`config.mk`:
```
export PLATFORM = sky130hd
export DESIGN_NAME = uart_rx_ctrl
export DESIGN_NICKNAME = d
export VERILOG_FILES = /design/src/rtl/uart_pkg.sv /design/src/rtl/uart_sync2.sv /design/src/rtl/uart_rx_ctrl.sv
export SDC_FILE = /design/constraint.sdc
export NUM_CORES = 1
export LEC_CHECK = 0
export CORE_ASPECT_RATIO = 1.75
export CORE_UTILIZATION = 40
export CTS_BUF_LIST = sky130_fd_sc_hd__clkbuf_4 sky130_fd_sc_hd__clkbuf_8 sky130_fd_sc_hd__clkbuf_16
export DETAILED_ROUTE_END_ITERATION = 8
export PLACE_DENSITY_LB_ADDON = 0.3
export SKIP_CTS_REPAIR_TIMING = 1
export SYNTH_ARGS = -nofsm -noshare
export SYNTH_HDL_FRONTEND = slang
export SYNTH_SLANG_ARGS = --single-unit
```
`constraint.sdc`:
```
create_clock -name clk -period 2 [get_ports clk]
set_input_delay 0.4 -clock clk [delete_from_list [all_inputs] [get_ports clk]]
set_output_delay 0.4 -clock clk [all_outputs]
set_load 0.01 [all_outputs]
```
`src/rtl/uart_pkg.sv`:
```
// uart_pkg -- types and helpers shared by the UART receive and transmit sides.
//   rx_state_t  : receive FSM state encoding
//   calc_parity : parity bit for a payload (zero-extend short payloads)
package uart_pkg;

  typedef enum logic [2:0] {
    IDLE,
    START,
    DATA,
    PARITY,
    STOP
  } rx_state_t;

  localparam int unsigned MAX_DATA_BITS = 8;
  localparam int unsigned BIT_CNT_W     = 3;

  // Even parity is the XOR of the payload; odd parity is its inverse.
  // Zero-extension of shorter payloads does not change the XOR.
  function automatic logic calc_parity(input logic [MAX_DATA_BITS-1:0] data,
                                       input logic odd);
    return (^data) ^ odd;
  endfunction

endpackage

```
`src/rtl/uart_sync2.sv`:
```
// uart_sync2 -- two-flop synchronizer for an asynchronous single-bit input.
//   clk : destination clock
//   rst : asynchronous active-high reset, loads both flops with RESET_VAL
//   d   : asynchronous input
//   q   : synchronized output
module uart_sync2 #(
  parameter logic RESET_VAL = 1'b1
) (
  input  logic clk,
  input  logic rst,
  input  logic d,
  output logic q
);

  logic [1:0] sync_reg;

  always_ff @(posedge clk or posedge rst) begin
    if (rst) sync_reg <= {2{RESET_VAL}};
    else     sync_reg <= {sync_reg[0], d};
  end

  assign q = sync_reg[1];

endmodule

```
`src/rtl/uart_rx_ctrl.sv`:
```
// uart_rx_ctrl -- UART receive controller driven by an external baud_gen.
//   clk, rst            : clock, asynchronous active-high reset
//   rx_serial           : asynchronous line input, idle high
//   rx_half_baud_tick   : half-bit pulse after alignment request
//   rx_baud_tick        : full-bit pulse while rx_en = 1
//   rx_start_align      : asks baud_gen for a half-bit alignment (START)
//   rx_en               : enables full-bit ticks (DATA/PARITY/STOP)
//   rx_data, rx_valid   : received payload with valid/ready handshake
//   rx_ready            : consumer accepts rx_data
//   framing_err, parity_err, overrun_err : sticky error flags
//   err_clr             : synchronous clear of all error flags
//   busy                : FSM is outside IDLE
module uart_rx_ctrl
  import uart_pkg::*;
#(
  parameter int unsigned DATA_BITS  = 8,
  parameter int unsigned PARITY_EN  = 0,
  parameter int unsigned PARITY_ODD = 0
) (
  input  logic                 clk,
  input  logic                 rst,
  input  logic                 rx_serial,
  input  logic                 rx_half_baud_tick,
  input  logic                 rx_baud_tick,
  output logic                 rx_start_align,
  output logic                 rx_en,
  output logic [DATA_BITS-1:0] rx_data,
  output logic                 rx_valid,
  input  logic                 rx_ready,
  output logic                 framing_err,
  output logic                 parity_err,
  output logic                 overrun_err,
  input  logic                 err_clr,
  output logic                 busy
);

  rx_state_t              state_reg, state_next;
  logic                   rxs, rxs_prev_reg;
  logic [DATA_BITS-1:0]   shift_reg;
  logic [BIT_CNT_W-1:0]   bit_cnt_reg;
  logic                   par_bad_reg;
  logic [DATA_BITS-1:0]   rx_data_reg;
  logic                   rx_valid_reg;
  logic                   framing_err_reg, parity_err_reg, overrun_err_reg;

  logic fall_edge, last_bit, stop_sample, frame_good;
  logic set_framing, set_parity, set_overrun, accept, load;

  uart_sync2 #(.RESET_VAL(1'b1)) u_sync (
    .clk (clk),
    .rst (rst),
    .d   (rx_serial),
    .q   (rxs)
  );

  assign fall_edge   = rxs_prev_reg & ~rxs;
  assign last_bit    = (bit_cnt_reg == BIT_CNT_W'(DATA_BITS - 1));
  assign stop_sample = (state_reg == STOP) && rx_baud_tick;
  assign frame_good  = stop_sample && rxs && !par_bad_reg;
  assign set_framing = stop_sample && !rxs;
  assign set_parity  = stop_sample && rxs && par_bad_reg;
  assign accept      = rx_valid_reg && rx_ready;
  // A completing frame may replace the held one only if it is being
  // consumed in this very clk; otherwise the old frame wins.
  assign load        = frame_good && (!rx_valid_reg || rx_ready);
  assign set_overrun = frame_good && rx_valid_reg && !rx_ready;

  // State register
  always_ff @(posedge clk or posedge rst) begin
    if (rst) state_reg <= IDLE;
    else     state_reg <= state_next;
  end

  // Next-state logic; ticks are only looked at in the states that use them
  always_comb begin
    state_next = state_reg;
    case (state_reg)
      IDLE:   if (fall_edge) state_next = START;
      START:  if (rx_half_baud_tick) state_next = rxs ? IDLE : DATA;
      DATA:   if (rx_baud_tick && last_bit)
                state_next = (PARITY_EN != 0) ? PARITY : STOP;
      PARITY: if (rx_baud_tick) state_next = STOP;
      STOP:   if (rx_baud_tick) state_next = IDLE;
      default: state_next = IDLE;
    endcase
  end

  // Outputs decoded from state
  always_comb begin
    rx_start_align = 1'b0;
    rx_en          = 1'b0;
    busy           = 1'b1;
    case (state_reg)
      IDLE:               busy           = 1'b0;
      START:              rx_start_align = 1'b1;
      DATA, PARITY, STOP: rx_en          = 1'b1;
      default:            busy           = 1'b0;
    endcase
  end

  // Frame datapath: edge history, shift register, bit counter, parity flag
  always_ff @(posedge clk or posedge rst) begin
    if (rst) begin
      rxs_prev_reg <= 1'b1;
      shift_reg    <= '0;
      bit_cnt_reg  <= '0;
      par_bad_reg  <= 1'b0;
    end else begin
      rxs_prev_reg <= rxs;
      case (state_reg)
        START: begin
          bit_cnt_reg <= '0;
          par_bad_reg <= 1'b0;
        end
        DATA: if (rx_baud_tick) begin
          shift_reg   <= {rxs, shift_reg[DATA_BITS-1:1]};
          bit_cnt_reg <= last_bit ? '0 : bit_cnt_reg + BIT_CNT_W'(1);
        end
        PARITY: if (rx_baud_tick) begin
          par_bad_reg <= (rxs != calc_parity(MAX_DATA_BITS'(shift_reg),
                                             PARITY_ODD != 0));
        end
        default: ;
      endcase
    end
  end

  // Output holding register, handshake and sticky flags. A new error in
  // the same clk as err_clr survives the clear.
  always_ff @(posedge clk or posedge rst) begin
    if (rst) begin
      rx_data_reg     <= '0;
      rx_valid_reg    <= 1'b0;
      framing_err_reg <= 1'b0;
      parity_err_reg  <= 1'b0;
      overrun_err_reg <= 1'b0;
    end else begin
      if (load) begin
        rx_data_reg  <= shift_reg;
        rx_valid_reg <= 1'b1;
      end else if (accept) begin
        rx_valid_reg <= 1'b0;
      end
      framing_err_reg <= (framing_err_reg & ~err_clr) | set_framing;
      parity_err_reg  <= (parity_err_reg  & ~err_clr) | set_parity;
      overrun_err_reg <= (overrun_err_reg & ~err_clr) | set_overrun;
    end
  end

  assign rx_data     = rx_data_reg;
  assign rx_valid    = rx_valid_reg;
  assign framing_err = framing_err_reg;
  assign parity_err  = parity_err_reg;
  assign overrun_err = overrun_err_reg;

endmodule

```
==> results of run 1 <==
-- worst paths after layout --
check                                     endpoint  cells past startpoint
worst max-delay path                         rx_en                      3
worst min-delay path            u_sync.sync_reg[1]                      0
worst max register to register        shift_reg[5]                      4
worst min register to register  u_sync.sync_reg[1]                      0
max in group asynchronous             rxs_prev_reg                      3
min in group asynchronous           bit_cnt_reg[2]                      3
-- worst register-to-register path: cells and delay by family, from the launching register on --
family	cells	cell delay, ns
AND/OR/NAND/NOR	2	0.44
flip-flops	1	0.39
multiplexers	1	0.39
buffers and inverters	1	0.19
-- report_power, final --
| group | internal [mW] | switching (mW) |
|---|---|---|
| Combinational | 0.549 | 0.366 |
| Clock | 0.347 | 0.209 |
| Sequential | 0.759 | 0.145 |
-- layer usage --
layer	up-vias	share of wire
met1	465	0.35
li1	427	-
met2	16	0.59
met5	-	0
met4	0	0.026
met3	6	0.030
-- cell families after synthesis --
kind of cell | count (synthesis) | share of synthesized area
DFF | 30 | 0.542
and+or+nand+nor | 21 | 0.105
AOI/OAI and AO/OA | 17 | 0.0845
muxes | 17 | 0.159
buffers and inverters | 9 | 0.0314
xor gates and xnor gates | 8 | 0.0602
adders and majority gates | 2 | 0.0180
-- Yosys cell counts, types with 3 or more instances --
| master | number | share of area |
|---|---|---|
| sky130_fd_sc_hd__mux2_4 | 8 | 0.086 |
| sky130_fd_sc_hd__dfstp_2 | 3 | 0.057 |
| sky130_fd_sc_hd__nor2_1 | 4 | 0.011 |
| sky130_fd_sc_hd__o22ai_1 | 3 | 0.013 |
| sky130_fd_sc_hd__a22o_1 | 6 | 0.038 |
| sky130_fd_sc_hd__nand2_1 | 3 | 0.0081 |
| sky130_fd_sc_hd__inv_1 | 5 | 0.013 |
| sky130_fd_sc_hd__xnor2_1 | 5 | 0.031 |
| sky130_fd_sc_hd__dfrtp_1 | 27 | 0.49 |
| sky130_fd_sc_hd__a21oi_1 | 3 | 0.011 |
| sky130_fd_sc_hd__o21ai_0 | 3 | 0.011 |
| sky130_fd_sc_hd__mux2_2 | 9 | 0.073 |
-- cell type report --
cell class                      count  share of cell area
Sequential cell                    30               0.416
Timing Repair Buffer               29               0.153
Inverter                            5              0.0103
Multi-Input combinational cell     65               0.330
Tap cell                           45              0.0310
Clock buffer                        8              0.0606
==> run summary, run 1 <==
The run finished with clean final reports. The number of diodes added for antenna fixing came out at 0. The placed wire-length estimate came out at between 1500 and 2000 um. The number of routed nets with antenna violations is 0.

The critical path starts at state_reg[1]. The transition at the pin with the smallest max-transition slack came out at 0.387 ns. For this run, the number of standard cells in the final layout without fillers is ~180. The final estimated routing congestion in global placement is 0.736. The total congestion overflow came out at 0.

No sink is reached through more buffers than the 2 on the longest clock path. The warning count from the yosys run came out at 0. The worst register-to-register path has a setup slack of ~0.48 ns. The area of the multi-input gates came out at 599 um^2. The max-slew violation total from the final report was 0. The utilization after layout is 0.541. The H-tree depth reported by CTS came out at 2. Fill cells in the final layout number approximately 320.

The number of clock buffers inserted by TritonCTS is 5. The cell count after placement is 173. The dominant synthesized flop cell is sky130_fd_sc_hd__dfrtp_1.

The initial DRC count came out at 5. Timing would allow up to 592 MHz. The critical path's slowest cell is sky130_fd_sc_hd__dfrtp_1. The category of the worst setup path launch point is a flip-flop. Leaving out fill and tap cells, the most frequent cells in the layout are sky130_fd_sc_hd__dfrtp_1, sky130_fd_sc_hd__clkdlybuf4s50_1, sky130_fd_sc_hd__mux2_2. The number of global-route vias before repair came out at between 900 and 1000. Counting every sink on the clock net gives 30. The remaining design rule violation count came out at 0.

Buffers placed on the I/O ports in this run total 21. The startpoint identified for the worst hold timing path is u_sync.sync_reg[0]. The met2 layer usage reported by global route came out at 0.285. Dividing the final minimum period by the clock period gives 0.845. The total number of vias came out at 914. The worst IR drop on VDD is between 700 and 800 uV. The region available for standard cell placement spans 3360 um^2. The worst setup skew after layout is 0.00324 ns. Entering global routing, the biggest net connects 31 pins. STA classifies the critical path endpoint as an output port. The overall power came out at 2.38 mW. The number of nets handed over by synthesis was roughly 110.

In the global route stage, met1 resource usage came out at 0.168. The global routing usage summed across all routing layers came out at 0.164. Once placement finished, the instance area stood at 1690 um^2. The busiest layer in global routing is met2. The power per cell area came out at between 1000 and 1500 nW/um^2. Timing analysis after detailed placement gives a worst setup slack of between 0.09 and 0.1 ns. The number of hold violations in the final report is 0. The total non-filler cell area in the finished layout is 1820 um^2.

Of all flip-flops after synthesis, the portion carrying an async set or reset was 1.00. The detail-routed net length per standard cell came out at 13.8 um. Leaving out fill and tap cells, the most frequent cell in the layout is sky130_fd_sc_hd__dfrtp_1. In the post-route analysis, the smallest setup slack over all paths is 0.310 ns. The required time of the critical path is 1.60 ns. Of the synthesized area, sequential elements account for 0.542. The initial antenna violation count came out at 0.

Using the TritonRoute via totals, the vias-per-cell ratio works out to ~5. In this run the worst path has a maximum fanout of 12. The number of maximum-capacitance violations came out at 0. The area of the mapped netlist came out at 1390 um^2.

The post-layout net count is 145. The wire length after detailed routing came out at 2510 um. The number of instances in the synthesized netlist came out at 104. By startpoint and endpoint, the worst setup path is classified as flip-flop to output port. The starting density of the core is 0.414.

Setup violations remaining at the end of the flow were counted as 0. The share of post-route cells with drive strength above 1 is 0.321. The global-route wire length before repair came out at roughly 4200 um. The routed design could run at a clock period as short as 1.69 ns. The leakage power is 0.893 nW. The floorplan step defined a die boundary enclosing roughly 3700 um^2.

The y dimension of the die is 80.1 um. The tightest hold margin came out at 0.355 ns. In this run the critical register-to-register path is launched from state_reg[1].

The root buffer cell chosen for the clock tree is sky130_fd_sc_hd__clkbuf_8. Pin placement for this block handled 22 I/O pins. Setup repair after global routing left no endpoint under its margin. The number of placement rows is 28.

In this design, the largest share of critical-path delay is due to flip-flops. In the final layout, flip-flops and latches occupy 756 um^2. The path class of the tightest hold or removal check is flip-flop to flip-flop. The synthesized netlist contains 34 unique library cells. The worst slew margin relative to its limit is 0.741. The first-pass detailed-route iteration total came out at 6.

Adding up every negative setup slack in the final design gives 0 ns. Dividing the synthesized area by the synthesized cell count gives between 10 and 15 um^2. In this run, synthesis produced a sequential element count of 30. The number of buffer and inverter stages on the critical path is 2.

Traced cell by cell, the critical path runs through buf_4, mux2_2, dlymetal6s2s_1. Measured along the x axis, the die boundary spans 46.6 um. The number of synthesized flops with an enable pin came out at 0. TritonCTS built the clock tree. The clock edge transition at the registers on the reported setup and hold paths came out at 0.06 ns. The clock insertion delay at the later pin of the skew report is around 0.28 ns.

The met3 global-route usage came out at 0.0404. The growth of design area from synthesis to finish came out at 30.5%. Data arrives at the worst endpoint at 1.29 ns. The biggest cell delay along the critical path came out at about 0.41 ns.
Power figures use the tool's default switching activity.
==> run 2, diff against run 1 <==
- clock period: 2 -> 1.6 ns (I/O delays scaled with it)
==> run 2 against run 1 <==
Compared with the run above:
- worst setup slack worse by 0.24 ns
- critical endpoint unchanged
- combinational power increased by 34%
- register-to-register slack lost 0.40 ns
- cell area rose by 4.5%
- die area stayed put
- flip-flop and latch count did not move
- clock skew grew 0.0052 ns
- clock power is 42% higher
- utilization increased by 2.4 points
==> run summary, run 2 (same netlist as run 1, synthesis figures left out) <==
The wire length after detailed routing is 2520 um (+0.44%). The worst hold path belongs to the class flip-flop to flip-flop. The global routing usage summed across all routing layers is 0.166 (+0.00209). The clock edge transition at the registers on the reported setup and hold paths is 0.06 ns (about the same). The initial DRC count is 7 (+2).

The number of routed nets with antenna violations is 0 (unchanged). The number of maximum-capacitance violations came out at 0 (unchanged). The number of buffer cells added on primary ports came out at 21 (unchanged). The met3 global-route usage was 0.0404 (unchanged). The y dimension of the die came out at 80.1 um (unchanged). The H-tree depth reported by CTS is 2 (unchanged). The total congestion overflow came to 0 (unchanged). The cell sitting at the root of the clock tree is a sky130_fd_sc_hd__clkbuf_8. The global-route wire length before repair came out at 4350 um (+2.6%). The worst setup path is launched from a flip-flop. The worst IR drop on VDD came out at 1120 uV (+55%). The number of buffer and inverter stages on the critical path is 2 (unchanged). The final critical-path required period is roughly 1.5 ns.

The number of fill cells came to 308 (-4.3%). The number of diodes added for antenna fixing came to 0 (unchanged). The maximum number of pins on one net before global-route repair came to 31 (unchanged). The worst setup path is captured at an output port.

The number of placement rows is 28 (unchanged). The final-report setup violation count was 0 (unchanged). The detail-routed net length per standard cell came to 13.2 um (-3.8%).

The top cell types in the final layout, fill and taps aside, are sky130_fd_sc_hd__dfrtp_1, sky130_fd_sc_hd__clkdlybuf4s50_1, sky130_fd_sc_hd__buf_4. Based on the critical path, the design can be clocked at up to 654 MHz. The final estimated routing congestion in global placement was 0.744 (+1.1%). Dividing the final minimum period by the clock period gives 0.956.

The worst slew margin relative to its limit came out at 0.751 (+0.00909). The signal on the critical path passes through buf_4, mux2_2, clkbuf_2. The flow ran to the end, and the final reports show no timing, DRC or antenna violations. The biggest cell delay along the critical path is 0.41 ns (about the same). The slowest stage of the critical path is the sky130_fd_sc_hd__dfrtp_1 cell. The cell family contributing the most delay on the critical path is flip-flops. The number of buffers on the longest clock path came out at 2 (unchanged). The library cell used most frequently in the layout, excluding fill and tap cells, is sky130_fd_sc_hd__dfrtp_1.

The number of global-route vias before repair was 986 (+4.2%). The die extent in x is 46.6 um (unchanged). The max-slew violation total from the final report came out at 0 (unchanged). The worst setup skew after layout is 0.00841 ns (+0.00517 ns). The required time of the critical path came out at 1.28 ns (-0.32 ns).

The number of sinks on the clock net came out at 30 (unchanged). The met2 layer usage reported by global route is 0.294 (+0.00972). The transition at the pin with the smallest max-transition slack came out at 0.371 ns (-0.0152 ns). The first-pass detailed-route iteration total was 4 (-2). The full die area came to 3730 um^2 (unchanged). The remaining design rule violation count came out at 0 (unchanged).

The placed wire-length estimate is 1970 um (+4.6%). The number of clock buffers inserted by TritonCTS came out at 5 (unchanged). The leakage power came out at 0.926 nW (+3.8%).

The detailed-route vias per instance came out at 4.94 (-1.7%). The aggregate negative setup slack is 0 ns (unchanged). The post-layout net count is 153 (+5.5%).

The worst setup path is of the flip-flop to output port kind. The clock insertion delay at the later pin of the skew report came out at 0.28 ns (about the same). From synthesis to final layout, the design area changed by 36.4%.

The power per cell area came out at 1660 nW/um^2 (+27%). The starting density of the core is 0.414 (unchanged). The initial antenna violation count is 0 (unchanged).

The met1 capacity usage during global routing was 0.163 (-0.00494). The number of hold violations in the final report came out at 0 (unchanged). Setup repair after global routing left no endpoint under its margin. The busiest layer in global routing is met2. The total number of vias is 938 (+2.6%). The share of post-route cells with drive strength above 1 is 0.372 (+0.0512).

The critical-path maximum fanout was 3 (-9). The number of ports placed on the die boundary came to 22 (unchanged). The endpoint arrival time on the critical path came out at 1.21 ns (-0.08 ns). The clock tree from TritonCTS is yes.

The core area was 3360 um^2 (unchanged). The utilization after layout came to 0.565 (+0.0242).
-- run 2: worst register-to-register path: stages, from the launching register on --
cell and delay, ns:
sky130_fd_sc_hd__dfrtp_1 0.39, sky130_fd_sc_hd__buf_4 0.13, sky130_fd_sc_hd__buf_4 0.15, sky130_fd_sc_hd__nand2_2 0.09, sky130_fd_sc_hd__nor3_4 0.16, sky130_fd_sc_hd__buf_12 0.15, sky130_fd_sc_hd__mux2_2 0.34
-- run 2: routing by layer --
| layer | part of all wire | wire [um] | up-vias |
|---|---|---|---|
| met5 | 0 | 0 | - |
| met4 | 0.022 | 55 | 0 |
| met3 | 0.031 | 78 | 5 |
| met2 | 0.61 | 1530 | 20 |
| met1 | 0.34 | 851 | 472 |
| li1 | - | - | 441 |
-- run 2: final timing paths --
check	from	end	slack (ns)	cells past startpoint
setup reg to reg	state_reg[1]	shift_reg[7]	0.08	6
hold reg to reg	u_sync.sync_reg[0]	u_sync.sync_reg[1]	0.36	0
hold / removal	u_sync.sync_reg[0]	u_sync.sync_reg[1]	0.36	0
setup / recovery	state_reg[1]	rx_en	0.07	3
max in group asynchronous	rst	rxs_prev_reg	0.88	3
min in group asynchronous	rst	shift_reg[0]	0.41	3
-- run 2: stage by stage --
stage          std cells  hold slack, ns  instance area, um^2  total power, mW  worst slack (ns)
2_1_floorplan        104           0.324                 1390             1.89            0.0917
3_3_place_gp         182           0.347                 1770             2.32           -0.0967
3_5_place_dp         182           0.349                 1770             2.38            -0.126
4_1_cts              190           0.358                 1890             3.19            -0.347
5_1_grt              190           0.365                 1900             3.33           0.00874
6_report             190           0.356                 1900             3.15            0.0704
-- run 2: power breakdown --
part	leakage (nW)	internal, mW	switching, mW
registers	0.394	0.949	0.185
clock network	0.0619	0.524	0.268
logic	0.471	0.739	0.487
-- run 2: layout make-up --
type	instances	area (um^2)	area share
clock inverter	1	30.0	0.0158
sequential	30	756	0.398
multi-input combinational	65	602	0.317
tap	45	56.3	0.0296
timing repair buffer	37	347	0.182
clock buffer	7	90.1	0.0474
inverter	5	18.8	0.00988
